==> src/rtl/queue_uart_tx.sv <==
// ---------------------------------------------------------------------------
// queue_uart_tx
//
// Drains an upstream queue one word at a time and sends each word as an
// asynchronous serial frame: a start bit (0), WIDTH data bits LSB first, an
// optional even-parity bit, and a stop bit (1). Every bit lasts CLKS_PER_BIT
// clocks. While the queue holds data and enable stays high, frames go out
// back-to-back. Consecutive frames are separated by two idle-high cycles,
// which are the POP and LOAD states.
//
// Optional feature:
//   QUEUE_UART_TX_PARITY_EN  when defined, a PARITY bit (XOR of the data
//                            bits) is inserted between the data bits and STOP.
//
// Parameters:
//   WIDTH         data bits per frame; must match the queue word width
//   CLKS_PER_BIT  clocks per serial bit (>= 2)
//
// Ports:
//   clk         system clock; all state changes on posedge
//   rst_n       asynchronous reset, active-low; abandons any frame in flight
//   enable      1 = may start new frames (a frame in flight always completes)
//   q_empty     queue empty flag
//   q_data      queue output word; valid the cycle after a dequeue pulse
//   dequeue     registered single-cycle pop request to the queue
//   tx          registered serial line; idles high
//   busy        1 whenever not IDLE (POP through the end of STOP)
//   frame_done  1-cycle pulse on the last cycle of STOP
// ---------------------------------------------------------------------------
module queue_uart_tx #(
    parameter int WIDTH        = 8,
    parameter int CLKS_PER_BIT = 16
) (
    input  logic             clk,
    input  logic             rst_n,
    input  logic             enable,
    input  logic             q_empty,
    input  logic [WIDTH-1:0] q_data,
    output logic             dequeue,
    output logic             tx,
    output logic             busy,
    output logic             frame_done
);

    localparam int IDX_W = (WIDTH > 1) ? $clog2(WIDTH) : 1;
    localparam int CNT_W = (CLKS_PER_BIT > 1) ? $clog2(CLKS_PER_BIT) : 1;
    localparam logic [IDX_W-1:0] LAST_IDX = IDX_W'(WIDTH - 1);
    localparam logic [CNT_W-1:0] LAST_CNT = CNT_W'(CLKS_PER_BIT - 1);

    typedef enum logic [2:0] {
        IDLE,
        POP,
        LOAD,
        START,
        DATA,
        STOP
`ifdef QUEUE_UART_TX_PARITY_EN
        ,
        PARITY
`endif
    } state_t;

    state_t           state;
    state_t           state_next;
    logic [CNT_W-1:0] baud;
    logic [CNT_W-1:0] baud_next;
    logic [IDX_W-1:0] bit_idx;
    logic [IDX_W-1:0] bit_idx_next;
    logic [WIDTH-1:0] shift;
    logic [WIDTH-1:0] shift_next;
    logic             tx_next;
    logic             dequeue_next;
    logic             bit_done;
    logic             can_start;
`ifdef QUEUE_UART_TX_PARITY_EN
    logic             parity;
    logic             parity_next;
`endif

    assign bit_done   = (baud == LAST_CNT);
    assign can_start  = enable && !q_empty;
    assign busy       = (state != IDLE);
    assign frame_done = (state == STOP) && bit_done;

    always_ff @(posedge clk or negedge rst_n) begin
        if (!rst_n) begin
            state   <= IDLE;
            baud    <= '0;
            bit_idx <= '0;
            shift   <= '0;
            tx      <= 1'b1;
            dequeue <= 1'b0;
`ifdef QUEUE_UART_TX_PARITY_EN
            parity  <= 1'b0;
`endif
        end else begin
            state   <= state_next;
            baud    <= baud_next;
            bit_idx <= bit_idx_next;
            shift   <= shift_next;
            tx      <= tx_next;
            dequeue <= dequeue_next;
`ifdef QUEUE_UART_TX_PARITY_EN
            parity  <= parity_next;
`endif
        end
    end

    // Next-state logic. The baud counter runs only inside the serial states
    // and is cleared on every bit boundary, so each bit is exactly
    // CLKS_PER_BIT cycles regardless of which state follows.
    always_comb begin
        state_next   = state;
        baud_next    = baud;
        bit_idx_next = bit_idx;
        shift_next   = shift;
`ifdef QUEUE_UART_TX_PARITY_EN
        parity_next  = parity;
`endif
        case (state)
            IDLE: begin
                if (can_start) begin
                    state_next = POP;
                end
            end
            POP: begin
                state_next = LOAD;
            end
            LOAD: begin
                // q_data is valid now, one cycle after the dequeue pulse.
                shift_next   = q_data;
`ifdef QUEUE_UART_TX_PARITY_EN
                parity_next  = ^q_data;
`endif
                baud_next    = '0;
                bit_idx_next = '0;
                state_next   = START;
            end
            START: begin
                if (bit_done) begin
                    baud_next  = '0;
                    state_next = DATA;
                end else begin
                    baud_next = baud + 1'b1;
                end
            end
            DATA: begin
                if (bit_done) begin
                    baud_next  = '0;
                    shift_next = shift >> 1;
                    if (bit_idx == LAST_IDX) begin
                        bit_idx_next = '0;
`ifdef QUEUE_UART_TX_PARITY_EN
                        state_next   = PARITY;
`else
                        state_next   = STOP;
`endif
                    end else begin
                        bit_idx_next = bit_idx + 1'b1;
                    end
                end else begin
                    baud_next = baud + 1'b1;
                end
            end
`ifdef QUEUE_UART_TX_PARITY_EN
            PARITY: begin
                if (bit_done) begin
                    baud_next  = '0;
                    state_next = STOP;
                end else begin
                    baud_next = baud + 1'b1;
                end
            end
`endif
            STOP: begin
                if (bit_done) begin
                    baud_next  = '0;
                    state_next = can_start ? POP : IDLE;
                end else begin
                    baud_next = baud + 1'b1;
                end
            end
            default: begin
                state_next = IDLE;
            end
        endcase
    end

    // Registered outputs are computed from the state being entered, so tx
    // and dequeue line up with the state they belong to and tx only moves
    // on bit boundaries.
    always_comb begin
        tx_next      = 1'b1;
        dequeue_next = (state_next == POP);
        case (state_next)
            START:   tx_next = 1'b0;
            DATA:    tx_next = shift_next[0];
`ifdef QUEUE_UART_TX_PARITY_EN
            PARITY:  tx_next = parity_next;
`endif
            default: tx_next = 1'b1;
        endcase
    end

endmodule
==> config.mk <==
export PLATFORM = sky130hd
export DESIGN_NAME = queue_uart_tx
export DESIGN_NICKNAME = d
export VERILOG_FILES = /design/src/rtl/queue_uart_tx.sv
export SDC_FILE = /design/constraint.sdc
export NUM_CORES = 1
export LEC_CHECK = 0
export CELL_PAD_IN_SITES_DETAIL_PLACEMENT = 0
export CELL_PAD_IN_SITES_GLOBAL_PLACEMENT = 2
export CORE_MARGIN = 1.5
export CORE_UTILIZATION = 36
export CTS_CLUSTER_DIAMETER = 120
export DETAILED_ROUTE_END_ITERATION = 6
export GPL_ROUTABILITY_DRIVEN = 0
export PLACE_DENSITY = 0.8
export SYNTH_ARGS = -nofsm -noshare
export SYNTH_HDL_FRONTEND = slang
export SYNTH_SLANG_ARGS = --single-unit
==> constraint.sdc <==
create_clock -name clk -period 4.2 [get_ports clk]
set_input_delay 0.84 -clock clk [delete_from_list [all_inputs] [get_ports clk]]
set_output_delay 0.84 -clock clk [all_outputs]
set_load 0.02 [all_outputs]
### Word-level counts from Yosys, hierarchy flattened

Index checks and enable logic that the tools add are counted.

| word-level totals | value |
|---|---|
| bits in registers | 20 |
| latch bits | 0 |
| RAM bits | 0 |
| bits in read-only memories | 0 |
| input port bits | 12 |
| output and inout bits | 4 |
| logic and storage cells | 44 |
| memories | 0 |

| cells by class | value |
|---|---|
| add/subtract/negate cells | 2 |
| $mul | 0 |
| div/mod/pow operators | 0 |
| order comparisons | 0 |
| eq/ne operators | 11 |
| shift operators | 0 |
| muxes and demuxes | 15 |
| bitwise gates (word level) | 0 |
| reductions and logical operators | 9 |

Operators with widths:

| cell | number |
|---|---|
| $mux 3 | 7 |
| $pmux 3 s6 | 1 |
| $pmux 8 s2 | 1 |
| $eq 3x3->1 const B | 4 |
| $eq 3x2->1 const B | 3 |
| $mux 8 | 1 |
| $pmux 4 s2 | 1 |
| $eq 3x1->1 const B | 2 |
| $pmux 3 s2 | 1 |
| $add 4x1->4 const B | 1 |
| $eq 4x4->1 const B | 1 |
| $mux 4 | 1 |
| $reduce_bool 2->1 | 2 |
| $add 3x1->3 const B | 1 |
| $logic_not 3->1 | 1 |
| $reduce_bool 3->1 | 1 |
| $reduce_or 3->1 | 1 |
| $logic_and 1x1->1 | 2 |
| $ne 2x2->1 const B | 1 |
| $pmux 1 s2 | 1 |
| $reduce_and 2->1 | 1 |
| $logic_not 1->1 | 1 |
| $mux 1 | 1 |

### Longest topological paths before layout

| logic depth | value |
|---|---|
| depth after elaboration | 7 |
| mapped depth | 5 |
| depth with buffers taken out | 5 |

### Least setup slack after synthesis

Ideal clock, no wire load.

| path | value |
|---|---|
| path type | reg-to-output |
| start | reg baud[0] |
| end | out frame_done |
| arrival time | 1151 ps |
| required time | 3360 ps |
| setup slack | 2209 ps |
| cell stages (with the launch flop) | 4 |
| path buffers | 0 |
| path through | dfrtp_1 -> ha_1 -> nand4_1 -> nor2_1 |

| between the ends | value |
|---|---|
| word-level cells in the longest chain between the ends | 2 |

Ends and longest elaborated chain:

| item | line | RTL |
|---|---|---|
| start: declaration | 65 | `logic [CNT_W-1:0] baud;` |
| start signal: assignment | 98 | `baud <= baud_next;` |
| $eq 4x4->1 | 80 | `assign bit_done = (baud == LAST_CNT);` |
| $logic_and 1x1->1 | 83 | `assign frame_done = (state == STOP) && bit_done;` |
| end: declaration | 42 | `output logic frame_done` |

No other way between the ends.

### Final worst setup path

| path | value |
|---|---|
| start | reg state[0] |
| end | out busy |

| between the ends | value |
|---|---|
| word-level cells in the longest chain between the ends | 1 |

Ends and longest elaborated chain:

| item | line | RTL |
|---|---|---|
| start: declaration | 63 | `state_t state;` |
| start signal: assignment | 97 | `state <= state_next;` |
| $reduce_bool 3->1 | 82 | `assign busy = (state != IDLE);` |
| end: declaration | 41 | `output logic busy,` |

No other way between the ends.

==> qor.yml <==
cp_max_fo: 20
cts.reportedPaths.clkPinSlew_ns: 0.12
utilization_pct: 43.7
clockBufferDepth: 2
dieArea_um2: 3640
post_cts.repair.setup_buffers: 0
drc: 0
syn_avg_cell_area_um2: 10.0
multi_input_area_um2: 602
max_freq_ghz: 0.323
r2r-end: "shift[6]"
post-place-cells: 166
worstHoldPathType: "reg -> reg"
hold_viol: 0
worstSetupEndpointType: "output port"
path_buf_inv: 1
fin_area_um2: 1350
dr.first_iter.drc_count: 55
viasPerCell: 5.71
fp.dieH_um: 60.3
first_global_vias: 911
cts_sinks: 20
reg2reg_slack_ns: 2.24
overflow: 0
grt_max_degree: 21
io_pins: 16
setup_viol: 0
cp_slowest_cell: "nor2_1"
netlist_area_um2: 1180
relSlewSlack_pct: 38.3
antenna_found_initial: 0
ys_types: 44
coreArea_um2: 3080
htree_levels: 1
yosys_register_bits: 20
root_buffer: "clkbuf_4"
powerDensity_nw_per_um2: 238
fin_cells: 170
tightest_slew_ns: 0.923
grt_first_pass_wirelength_um: 4460
syn_to_final_growth_pct: 13.9
dp_hpwl_um: 1760
synthCells: 118
netlist.area_leader.share_pct: 40.2
power_leakage_nw: 0.567
drive_gt1_share_pct: 7.14
path_cells: "nor2_1, nand2_1, clkdlybuf4s50_1"
arrival_ns: 2.26
worstReg2RegStart: "state[0]"
cp_top_family: "simple AND/OR/NAND/NOR gates"
seq_area_um2: 502
grt.total_usage_pct: 16.8
synth_commonest_cells: "dfrtp_1 (19), and3_1 (9), a21oi_1 (6), a221o_1 (6), o21ai_0 (5)"
start_util_pct: 38.4
cts_buffers: 3
crit_type: "reg -> out"
start_kind: "register"
clock_latency_ns: 0.31
async_reset_ff_share_pct: 100
cts_tree: "built"
yosysSeqAreaShare_pct: 42.4
layout_worst_path_cycle_share_pct: 73.8
fin_nets: 142
routed_wl_um: 2590
antenna_cells: 0
routedWlPerCell_um: 15.2
reg2reg_depth: 3
synth_most_common_cell: "dfrtp_1"
ctsHoldBuffers: 0
critPathMaxStageDelay_ns: 0.68
ir_worst_vdd_uv: 106
total_power_w: 0.000321
port_buffers: 15
vias: 970
required_ns: 3.36
yosysWarnings: 0
crit_cells: 3
ys.flop_type: "dfrtp_1"
drv_cap: 0
rsz0062_at_grt: "no"
rows: 20
fillers: 314
synth_nets: 133
clock_skew_ns: 0.00409
synth_edf_count: 0
synth_top_area_cell: "dfrtp_1"
synthTopCellsByArea: "dfrtp_1 (40%), a221o_1 (5.1%), and3_1 (4.8%), ha_1 (3.2%), a21oi_1 (2.5%)"
tns_ns: 0
ant_nets: 0
startpoint: "state[0]"
crit_end: "busy"
fin_crit_ns: 3.10
cts_resized: 0
die_x_um: 60.3
status: "completed"
dpl_cell_area_um2: 1320
drv_slew: 0
first_pass_iters: 4
registers in the layout, indices dropped and copies added (netlist names):
signal / count
bit_idx: 3
tx: 1
dequeue: 1
baud: 4
state: 3
shift: 8
routing by layer:
metal | part of all wire [%] | global-route usage [%]
met1 | 49 | 24.5
met2 | 44 | 23.3
met3 | 6.1 | 5.41
met4 | 0.93 | 5.40
met5 | 0 | 0
cell type report:
cell class                      count  area share, %
Timing Repair Buffer               15           11.2
Sequential cell                    20           37.3
Clock buffer                        4           1.95
Tap cell                           44           4.09
Multi-Input combinational cell     84           44.7
Inverter                            3          0.836
worst min path at each step:
stage | start | endpoint | slack, ns | cells past startpoint
after floorplan | shift[2] | shift[2] | 0.47 | 1
after global placement | shift[6] | shift[6] | 0.49 | 1
after detailed placement | shift[3] | shift[3] | 0.49 | 1
after CTS | shift[2] | shift[2] | 0.53 | 1
after global routing | shift[2] | shift[2] | 0.54 | 1
final | shift[3] | shift[3] | 0.52 | 1
cell families after synthesis:
kind of cell             after synthesis  synth area share (%)
AO/OA/AOI/OAI                         43                  27.1
flip-flops                            20                  42.4
multiplexers                           2                  1.69
buffers and inverters                 14                  6.67
AND/OR/NAND/NOR                       36                  18.9
adder cells (fa/ha/maj)                3                  3.17
metrics by stage:
step           hold WS [ns]  worst slack, ns
2_1_floorplan         0.470             2.21
3_3_place_gp          0.490             1.46
3_5_place_dp          0.491             1.45
4_1_cts               0.526             1.07
5_1_grt               0.538            0.904
6_report              0.524             1.10
cells in the final DEF (no fill, tap or decap), types with 2 or more instances in the layout:
cell type	instances
a221o_1	6
nor2b_1	4
nor3_1	3
o21bai_1	2
nand2_1	4
o2bb2ai_1	2
inv_1	3
o21ai_0	5
clkdlybuf4s50_1	15
a211oi_1	4
and3_1	9
dfrtp_1	19
nand2b_1	3
ha_1	3
a22oi_1	4
nand4_1	2
clkbuf_4	3
mux2i_1	2
nor2_1	3
a31oi_1	3
a21oi_1	6
worst reg2reg max path, delay by kind of cell (launching register included):
| family | cells | cell delay (ns) |
|---|---|---|
| AO/OA/AOI/OAI | 2 | 0.58 |
| AND/OR/NAND/NOR | 1 | 0.68 |
| flip-flops | 1 | 0.60 |
power by group:
group / total [W] / switching (W) / internal [W]
Sequential: 0.000199 / 0.00000247 / 0.000197
Clock: 0.0000988 / 0.0000617 / 0.0000371
Combinational: 0.0000228 / 0.00000832 / 0.0000145
(Power assumes the default switching activity.)
